### src/rtl/inst_sram_bridge_pkg.sv
// Shared constants, state encoding and address helper for the IF-stage instruction-SRAM to AXI4 read bridge.
package inst_sram_bridge_pkg;

   localparam logic [3:0]  ARID           = 4'd0;
   localparam logic [31:0] PADDR_MASK     = 32'h1FFF_FFFF;
   localparam logic [7:0]  AXI_LEN_1BEAT  = 8'd0;
   localparam logic [2:0]  AXI_SIZE_4B    = 3'b010;
   localparam logic [1:0]  AXI_BURST_INCR = 2'b01;
   localparam logic [1:0]  AXI_RESP_OKAY  = 2'b00;

   typedef enum logic [1:0] {
      ST_IDLE,
      ST_ADDR,
      ST_DATA,
      ST_DONE
   } fetch_state_e;

   // kseg0/kseg1 fold down to the same physical window; fetches are always word aligned.
   function automatic logic [31:0] phys_addr(input logic [31:0] va);
      return va & PADDR_MASK & 32'hFFFF_FFFC;
   endfunction

endpackage

### src/rtl/inst_sram_bridge_dffre.sv
// Generic data register with asynchronous active-low reset and load enable.
module DFFRE #(
   parameter int unsigned      WIDTH     = 32,
   parameter logic [WIDTH-1:0] RESET_VAL = '0
) (
   input  logic             clk,
   input  logic             rst_n,
   input  logic             en_i,
   input  logic [WIDTH-1:0] d_i,
   output logic [WIDTH-1:0] q_o
);

   always_ff @(posedge clk or negedge rst_n) begin
      if (!rst_n) begin
         q_o <= RESET_VAL;
      end else if (en_i) begin
         q_o <= d_i;
      end
   end

endmodule

### src/rtl/inst_sram_bridge.sv
// Services IF-stage fetch requests as single-beat AXI4 reads, one outstanding at a time.
// Optional one-entry fetch buffer enabled by defining INST_BUF_EN.
module inst_sram_bridge
   import inst_sram_bridge_pkg::*;
(
   input  logic        clk,
   input  logic        rst_n,
   input  logic        inst_sram_en,
   input  logic [3:0]  inst_sram_wen,
   input  logic [31:0] inst_sram_addr,
   input  logic [31:0] inst_sram_wdata,
   input  logic        cancel_i,
   output logic [31:0] inst_sram_rdata,
   output logic        if_stallreq_o,
   output logic        bus_err_o,
   output logic [3:0]  arid,
   output logic [31:0] araddr,
   output logic [7:0]  arlen,
   output logic [2:0]  arsize,
   output logic [1:0]  arburst,
   output logic        arvalid,
   input  logic        arready,
   input  logic [3:0]  rid,
   input  logic [31:0] rdata,
   input  logic [1:0]  rresp,
   input  logic        rlast,
   input  logic        rvalid,
   output logic        rready
);

   fetch_state_e state_q, state_d;
   logic         drop_q, drop_d;

   logic [31:0]  req_addr_q, req_addr_d, req_addr_nx_q;
   logic         req_addr_en, req_addr_nx_en;
   logic [31:0]  rdata_q, rdata_d;
   logic         rdata_en;
   logic         bus_err_q, bus_err_d;

   logic         accept, beat, discard, capture, resp_ok;
   logic         buf_hit;
   logic [31:0]  buf_word;

   // Write data, read ID and RLAST carry no information with a single read in flight.
   logic         unused_ok;
   assign unused_ok = ^{inst_sram_wdata, rid, rlast};

   assign accept  = (state_q == ST_IDLE || state_q == ST_DONE) && inst_sram_en
                    && (inst_sram_wen == 4'h0);
   assign beat    = (state_q == ST_DATA) && rvalid;
   assign discard = beat && (drop_q || cancel_i);
   assign capture = beat && !discard;
   assign resp_ok = (rresp == AXI_RESP_OKAY);

   always_ff @(posedge clk or negedge rst_n) begin
      if (!rst_n) begin
         state_q <= ST_IDLE;
         drop_q  <= 1'b0;
      end else begin
         state_q <= state_d;
         drop_q  <= drop_d;
      end
   end

   always_comb begin
      state_d     = state_q;
      drop_d      = drop_q;
      req_addr_en = 1'b0;
      req_addr_d  = inst_sram_addr;
      rdata_en    = 1'b0;
      rdata_d     = resp_ok ? rdata : 32'h0;
      bus_err_d   = !resp_ok;

      case (state_q)
         ST_IDLE, ST_DONE: begin
            if (accept) begin
               req_addr_en = 1'b1;
               if (buf_hit) begin
                  state_d   = ST_DONE;
                  rdata_en  = 1'b1;
                  rdata_d   = buf_word;
                  bus_err_d = 1'b0;
               end else begin
                  state_d = ST_ADDR;
               end
            end else begin
               state_d = ST_IDLE;
            end
         end
         ST_ADDR: begin
            if (cancel_i) begin
               drop_d = 1'b1;
            end
            if (arready) begin
               state_d = ST_DATA;
            end
         end
         ST_DATA: begin
            // A cancel arriving with the beat retargets straight to the new address.
            if (discard) begin
               drop_d      = 1'b0;
               req_addr_en = 1'b1;
               req_addr_d  = cancel_i ? inst_sram_addr : req_addr_nx_q;
               state_d     = ST_ADDR;
            end else if (capture) begin
               rdata_en = 1'b1;
               state_d  = ST_DONE;
            end else if (cancel_i) begin
               drop_d = 1'b1;
            end
         end
         default: begin
            state_d = ST_IDLE;
         end
      endcase
   end

   assign req_addr_nx_en = cancel_i && (state_q == ST_ADDR || state_q == ST_DATA);

   DFFRE #(.WIDTH(32)) u_req_addr (
      .clk   (clk),
      .rst_n (rst_n),
      .en_i  (req_addr_en),
      .d_i   (req_addr_d),
      .q_o   (req_addr_q)
   );

   DFFRE #(.WIDTH(32)) u_req_addr_nx (
      .clk   (clk),
      .rst_n (rst_n),
      .en_i  (req_addr_nx_en),
      .d_i   (inst_sram_addr),
      .q_o   (req_addr_nx_q)
   );

   DFFRE #(.WIDTH(32)) u_rdata (
      .clk   (clk),
      .rst_n (rst_n),
      .en_i  (rdata_en),
      .d_i   (rdata_d),
      .q_o   (rdata_q)
   );

   DFFRE #(.WIDTH(1)) u_bus_err (
      .clk   (clk),
      .rst_n (rst_n),
      .en_i  (rdata_en),
      .d_i   (bus_err_d),
      .q_o   (bus_err_q)
   );

`ifdef INST_BUF_EN
   logic        buf_valid_q;
   logic [31:0] buf_tag_q, buf_word_q;
   logic        buf_fill;

   assign buf_fill = capture && resp_ok;

   // Any cancel or error response leaves the buffer empty.
   DFFRE #(.WIDTH(1)) u_buf_valid (
      .clk   (clk),
      .rst_n (rst_n),
      .en_i  (cancel_i || capture),
      .d_i   (!cancel_i && resp_ok),
      .q_o   (buf_valid_q)
   );

   DFFRE #(.WIDTH(32)) u_buf_tag (
      .clk   (clk),
      .rst_n (rst_n),
      .en_i  (buf_fill),
      .d_i   (phys_addr(req_addr_q)),
      .q_o   (buf_tag_q)
   );

   DFFRE #(.WIDTH(32)) u_buf_word (
      .clk   (clk),
      .rst_n (rst_n),
      .en_i  (buf_fill),
      .d_i   (rdata),
      .q_o   (buf_word_q)
   );

   assign buf_hit  = buf_valid_q && !cancel_i && (buf_tag_q == phys_addr(inst_sram_addr));
   assign buf_word = buf_word_q;
`else
   assign buf_hit  = 1'b0;
   assign buf_word = 32'h0;
`endif

   assign arvalid         = (state_q == ST_ADDR);
   assign araddr          = phys_addr(req_addr_q);
   assign arid            = ARID;
   assign arlen           = AXI_LEN_1BEAT;
   assign arsize          = AXI_SIZE_4B;
   assign arburst         = AXI_BURST_INCR;
   assign rready          = (state_q == ST_DATA);
   assign inst_sram_rdata = rdata_q;
   assign bus_err_o       = bus_err_q;
   assign if_stallreq_o   = (state_q == ST_ADDR) || (state_q == ST_DATA) || drop_q;

endmodule

### config.mk
export PLATFORM = sky130hd
export DESIGN_NAME = inst_sram_bridge
export DESIGN_NICKNAME = d
export VERILOG_FILES = /design/src/rtl/inst_sram_bridge_pkg.sv /design/src/rtl/inst_sram_bridge_dffre.sv /design/src/rtl/inst_sram_bridge.sv
export SDC_FILE = /design/constraint.sdc
export NUM_CORES = 1
export LEC_CHECK = 0
export BUFFER_PORTS_ARGS = -buffer_cell sky130_fd_sc_hd__buf_2
export CAP_MARGIN = 10
export CORE_MARGIN = 2
export CORE_UTILIZATION = 49
export CTS_BUF_LIST = sky130_fd_sc_hd__clkbuf_16
export DETAILED_ROUTE_END_ITERATION = 6
export PLACE_DENSITY = 0.85
export REMOVE_ABC_BUFFERS = 1
export SYNTH_ARGS = -nofsm -noshare
export SYNTH_HDL_FRONTEND = slang
export SYNTH_SLANG_ARGS = --single-unit
### constraint.sdc
create_clock -name clk -period 6.4 [get_ports clk]
set_clock_uncertainty 0.05 [all_clocks]
set_input_delay 1.28 -clock clk [delete_from_list [all_inputs] [get_ports clk]]
set_output_delay 1.28 -clock clk [all_outputs]
set_load 0.005 [all_outputs]
==> impl_metrics.yaml, run 1 <==
run_status:
  status: "completed"
setup_path:
  cp-end-kind: "register"
  crit_slowest_cell: "o32ai_4"
  r2r_cells: 6
  crit_chain: "buf_2, nand4bb_2, o32ai_4, buf_4, mux2_2"
  critPathTopFamily: "compound AO/OA/AOI/OAI gates"
  path_buf_inv: 2
  crit_fanout: 19
  arrival_ns: 3.02
  crit_path_start_kind: "input port"
  path_class: "in2reg"
  reg2reg_to: "u_req_addr.q_o[22]$_DFFE_PN0P_"
  r2r_slack_ns: 3.84
  reg2reg_from: "state_q[0]$_DFFE_PN0P_"
  cp_data_required_time_ns: 6.56
  slowest_delay_ns: 0.59
  crit_cells: 5
placed_design:
  post-place-ws_ns: 3.14
  port_buffers: 133
  gp_congestion: 0.761
  detailed_place_hpwl_um: 5590
  post_dp_cell_area_sq_um: 4610
run:
  drv_cap: 0
detailed_routing:
  viasPerCell: 5.12
  dr.first_iter.drc_count: 54
  met1_length_um: 3410
  wl_um: 7930
  firstDrtPassIters: 4
  top_layer_used: "met4"
  drc: 0
  wl_met2_um: 3720
  routedWlPerCell_um: 15.6
  dr_total_vias: 2603
  wl_met3_um: 682
  antenna_left: 0
synth:
  synth_seq_cells: 90
  syn-cell-area_sq_um: 3960
  yosysSeqAreaShare: 0.569
  postSynthCellCount: 271
  syn_area_per_cell_sq_um: 14.6
  synth_warnings: 0
  ys_types: 31
timing:
  worst_pin_slew_ns: 1.11
  post-route-min-period_ns: 2.87
  final_hold_viol_count: 0
  drv_slew: 0
  max_freq_mhz: 349
  tns_ns: 0
  maxSlewHeadroom: 0.258
  layout_setup_ws_ns: 3.53
  rsz0062_at_grt: "no"
  fin_crit_sh: 0.448
  finalSetupViolCount: 0
floorplanning:
  rows: 32
  ios: 198
  die_area_sq_um: 8810
  core-area_sq_um: 7770
  die_h_um: 93.9
  initial_core_util: 0.509
  die_w_um: 93.9
finish:
  antennaDiodeCount: 0
  syn_to_final_growth_pct: 24.7
  layout.nets: 517
  fill_cells: 591
  final_util: 0.635
  final_area_sq_um: 4930
  drive_gt1_frac: 0.591
clocking:
  clk_pin_slew_ns: 0.06
  ctsHoldBuffers: 0
  clk_latency_ns: 0.32
  htree_levels: 3
  cts_tree: "done"
  clock_sinks: 90
  cts_root_buf: "clkbuf_16"
  cts_buffers: 9
  post_cts_resized: 0
  cts_setup_buffers: 0
  clock_path_buffers: 2
hold_path:
  hold_depth: 1
  min-delay-start: "u_rdata.q_o[17]$_DFFE_PN0P_"
  holdCritPathClass: "reg2reg"
  whs_endpoint: "u_rdata.q_o[17]$_DFFE_PN0P_"
global_routing:
  grt-ovfl-total: 0
  antenna_found_initial: 0
  track_usage: 0.183
  grt_pass1_wl_um: 12400
  grt_pass1_vias: 2588
  grt_max_degree: 91
power_and_ir_drop:
  power.total_uw: 1450
  p_per_area_nw_per_um2: 294
  vdd_drop_max_mv: 0.117
  leakage_uw: 0.00251
-- worst reg2reg max path, cell delays in order, from the launching register on --
cell and delay, ns:
dfrtp_1 0.36, inv_1 0.07, ha_1 0.41, nand4bb_2 0.18, o32ai_4 0.59, buf_4 0.40
mux2_2 0.38
-- cell usage in the layout (no fill, tap or decap), types with 3 or more instances in the layout --
master and instances:
conb_1 22, dfrtp_1 90, clkinvlp_4 4, buf_4 4
mux2_2 79, inv_1 3, a22o_1 33, clkbuf_16 9
buf_2 132
-- cell type report --
cell class / instances / area (sq um) / share of cell area
Tap cell: 102 / 128 / 0.0259
Clock buffer: 9 / 225 / 0.0457
Multi-Input combinational cell: 161 / 1530 / 0.310
Inverter: 3 / 11.3 / 0.00228
Sequential cell: 90 / 2250 / 0.457
Timing Repair Buffer: 137 / 718 / 0.146
Clock inverter: 6 / 68.8 / 0.0140
-- power by group --
part           internal (uW)  total (uW)  switching, uW
clock network            301         508            207
logic                    135         216           80.8
registers                673         726           53.2
-- state kept, by name, indices dropped and copies added (netlist names) --
| name | flops |
|---|---|
| drop_q | 1 |
| state_q | 2 |
| u_bus_err.q_o | 1 |
| u_rdata.q_o | 32 |
| u_req_addr.q_o | 27 |
| u_req_addr_nx.q_o | 27 |
-- metal layers --
metal	global-route usage	up-vias
li1	-	1195
met4	0.0725	0
met1	0.233	1270
met5	0	-
met3	0.0498	9
met2	0.299	129
-- Yosys cell counts --
master | count | share of area
nand2b_1 | 1 | 0.0016
o22ai_1 | 2 | 0.0032
nand4bb_1 | 1 | 0.0028
o21ai_0 | 1 | 0.0013
a22o_1 | 33 | 0.073
buf_4 | 22 | 0.042
nor3_2 | 1 | 0.0025
nor2_1 | 2 | 0.0019
dfrtp_1 | 90 | 0.57
nand2_1 | 1 | 0.00095
o31a_1 | 1 | 0.0022
nand3b_1 | 1 | 0.0019
or2_2 | 1 | 0.0016
ha_1 | 2 | 0.0063
clkbuf_2 | 1 | 0.0013
or4b_2 | 1 | 0.0025
a21oi_1 | 1 | 0.0013
conb_1 | 2 | 0.0019
buf_2 | 8 | 0.010
mux2_2 | 79 | 0.22
nand4b_4 | 1 | 0.0060
mux2_4 | 2 | 0.0076
o22a_1 | 1 | 0.0022
a21boi_0 | 1 | 0.0019
nor2b_1 | 3 | 0.0047
buf_6 | 2 | 0.0057
nand4bb_2 | 1 | 0.0041
or2b_1 | 1 | 0.0019
clkbuf_1 | 4 | 0.0038
inv_1 | 3 | 0.0028
o32ai_4 | 1 | 0.0070
-- stage by stage --
stage                     cells  hold slack, ns
final                       508           0.447
after global routing        508           0.459
after CTS                   507           0.454
after detailed placement    492           0.437
after global placement      492           0.435
after floorplan             254           0.427
-- how the worst max path moves through the flow --
stage,start,end
2_1_floorplan,cancel_i,u_rdata.q_o[0]$_DFFE_PN0P_
3_3_place_gp,inst_sram_wen[0],u_req_addr.q_o[28]$_DFFE_PN0P_
3_5_place_dp,inst_sram_wen[0],u_req_addr.q_o[19]$_DFFE_PN0P_
4_1_cts,inst_sram_wen[0],u_req_addr.q_o[5]$_DFFE_PN0P_
5_1_grt,rvalid,u_rdata.q_o[4]$_DFFE_PN0P_
6_report,inst_sram_wen[0],u_req_addr.q_o[22]$_DFFE_PN0P_
-- cell families after synthesis --
family                     count (synthesis)  synth area share
and+or+nand+nor                           15            0.0326
buffers and inverters                     40            0.0655
muxes                                     81             0.232
other                                      2           0.00190
adders and majority gates                  2           0.00632
AOI/OAI and AO/OA                         41            0.0920
DFF                                       90             0.569
Note: power is estimated with default switching activity, not from simulation.
==> run 2: changes to the inputs <==
- CORE_UTILIZATION: 49 -> 46
- PLACE_DENSITY: 0.85 -> 0.8
- clock period: 6.4 -> 3 ns (I/O delays scaled with it)
==> run 2 against run 1 <==
Effect of this change:
- global-route usage is 1.3 points lower
- sequential power is 110% higher
- wire length is 2.5% lower
- count of clock-buffer cells in the layout stayed put
- register-to-register slack worse by 3.1 ns
- die area is 6.2% higher
- sequential share of layout area is 0.12 points lower
- largest cell class unchanged
- cell area is 0.25% higher
- setup slack worse by 2.8 ns
- non-clock buffer count is 1 higher
- via count is 0.35% lower
==> impl_metrics.yaml, run 2 (synthesis results as in run 1) <==
run_status:
  status: "completed"
finish:
  final_area_sq_um: 4940
  syn_to_final_growth_pct: 25.0
  largest_reg_flops: 32
  seq_area_sq_um: 2250
  fill_cells: 686
  layout_common_cells: "132 x buf_2, 90 x dfrtp_1, 79 x mux2_2"
  drive_gt1_frac: 0.591
  top_regs: "u_rdata.q_o x32, u_req_addr.q_o x27, u_req_addr_nx.q_o x27"
  final_common_cell: "buf_2"
  multi_input_area_sq_um: 1530
  antennaDiodeCount: 0
  regMostFlops: "u_rdata.q_o"
  finalNonFillerCells: 513
  layout.nets: 518
global_routing:
  track_usage: 0.171
  grt_pass1_wl_um: 12900
  grt-ovfl-total: 0
  antenna_found_initial: 0
  grt_max_degree: 48
  grt_pass1_vias: 2611
clocking:
  htree_levels: 3
  clk_latency_ns: 0.32
  post_cts_resized: 0
  cts_root_buf: "clkbuf_16"
  cts_setup_buffers: 0
  ctsHoldBuffers: 0
  clock_sinks: 90
  clk_pin_slew_ns: 0.06
  cts_buffers: 9
  cts_tree: "done"
  clock_path_buffers: 2
placed_design:
  gp_congestion: 0.722
  detailed_place_hpwl_um: 5390
  port_buffers: 133
  post_dp_cell_area_sq_um: 4640
  dpl.cell_count: 497
setup_path:
  r2r_slack_ns: 0.75
  cp-end-kind: "register"
  cp_data_required_time_ns: 3.16
  crit_path_start_kind: "register"
  reg2reg_to: "u_req_addr.q_o[14]$_DFFE_PN0P_"
  cp-endpoint: "u_req_addr.q_o[14]$_DFFE_PN0P_"
  arrival_ns: 2.41
  reg2reg_from: "state_q[0]$_DFFE_PN0P_"
  setup.worst_path.start: "state_q[0]$_DFFE_PN0P_"
  path_class: "reg2reg"
  r2r_cells: 5
  crit_fanout: 27
floorplanning:
  rows: 33
  die_area_sq_um: 9360
  core-area_sq_um: 8260
  ios: 198
  die_h_um: 96.7
  initial_core_util: 0.479
  die_w_um: 96.7
timing:
  post-route-min-period_ns: 2.25
  drv_slew: 0
  whs_ns: 0.206
  tns_ns: 0
  worst_pin_slew_ns: 0.578
  rsz0062_at_grt: "no"
  finalSetupViolCount: 0
  final_hold_viol_count: 0
  max_freq_mhz: 443
  fin_crit_sh: 0.752
  maxSlewHeadroom: 0.614
detailed_routing:
  dr.first_iter.drc_count: 58
  dr_total_vias: 2594
  firstDrtPassIters: 7
  drc: 0
  antenna_left: 0
  routedWlPerCell_um: 15.1
  wl_um: 7730
  viasPerCell: 5.06
power_and_ir_drop:
  p_per_area_nw_per_um2: 629
  leakage_uw: 0.00252
  vdd_drop_max_mv: 0.319
hold_path:
  holdCritPathClass: "in2async"
run:
  drv_cap: 0
## run 2: worst min path at each step
stage | end | slack (ns)
after global routing | u_req_addr.q_o[4]$_DFFE_PN0P_ | 0.25
after floorplan | drop_q$_DFFE_PN0P_ | 0.25
after global placement | u_req_addr.q_o[3]$_DFFE_PN0P_ | 0.43
after detailed placement | u_rdata.q_o[24]$_DFFE_PN0P_ | 0.44
final | u_req_addr_nx.q_o[8]$_DFFE_PN0P_ | 0.21
after CTS | u_req_addr.q_o[8]$_DFFE_PN0P_ | 0.22
## run 2: area by class of cell
| class | count | area share |
|---|---|---|
| Sequential cell | 90 | 0.455 |
| Multi-Input combinational cell | 161 | 0.309 |
| Timing Repair Buffer | 138 | 0.145 |
| Clock buffer | 9 | 0.0455 |
| Tap cell | 105 | 0.0266 |
| Clock inverter | 7 | 0.0157 |
| Inverter | 3 | 0.00228 |
## run 2: power by group
group | switching, uW | internal [uW] | leakage (uW)
combinational | 167 | 287 | 0.00123
sequential | 108 | 1440 | 0.00115
clock | 461 | 652 | 0.000142
## run 2: per-layer routing
| metal | track usage | vias to the layer above | wire [um] |
|---|---|---|---|
| met5 | 0 | - | 0 |
| met4 | 0.0585 | 0 | 78 |
| met3 | 0.0426 | 7 | 519 |
| met2 | 0.265 | 120 | 3560 |
| met1 | 0.235 | 1266 | 3580 |
| li1 | - | 1201 | - |
## run 2: critical path, stage by stage (launching register included)
cell and delay (ns):
dfrtp_1 0.38, inv_1 0.07, ha_1 0.37, nand4b_4 0.52, mux2_2 0.47, mux2_2 0.26
## run 2: metrics by stage
step / power, uW / setup WS, ns / utilization
final: 3110 / 0.745 / 0.599
after global routing: 3280 / 0.589 / 0.599
after CTS: 3150 / 0.731 / 0.599
after detailed placement: 2030 / 0.750 / 0.562
after global placement: 2000 / 0.799 / 0.562
after floorplan: 1790 / -0.179 / -
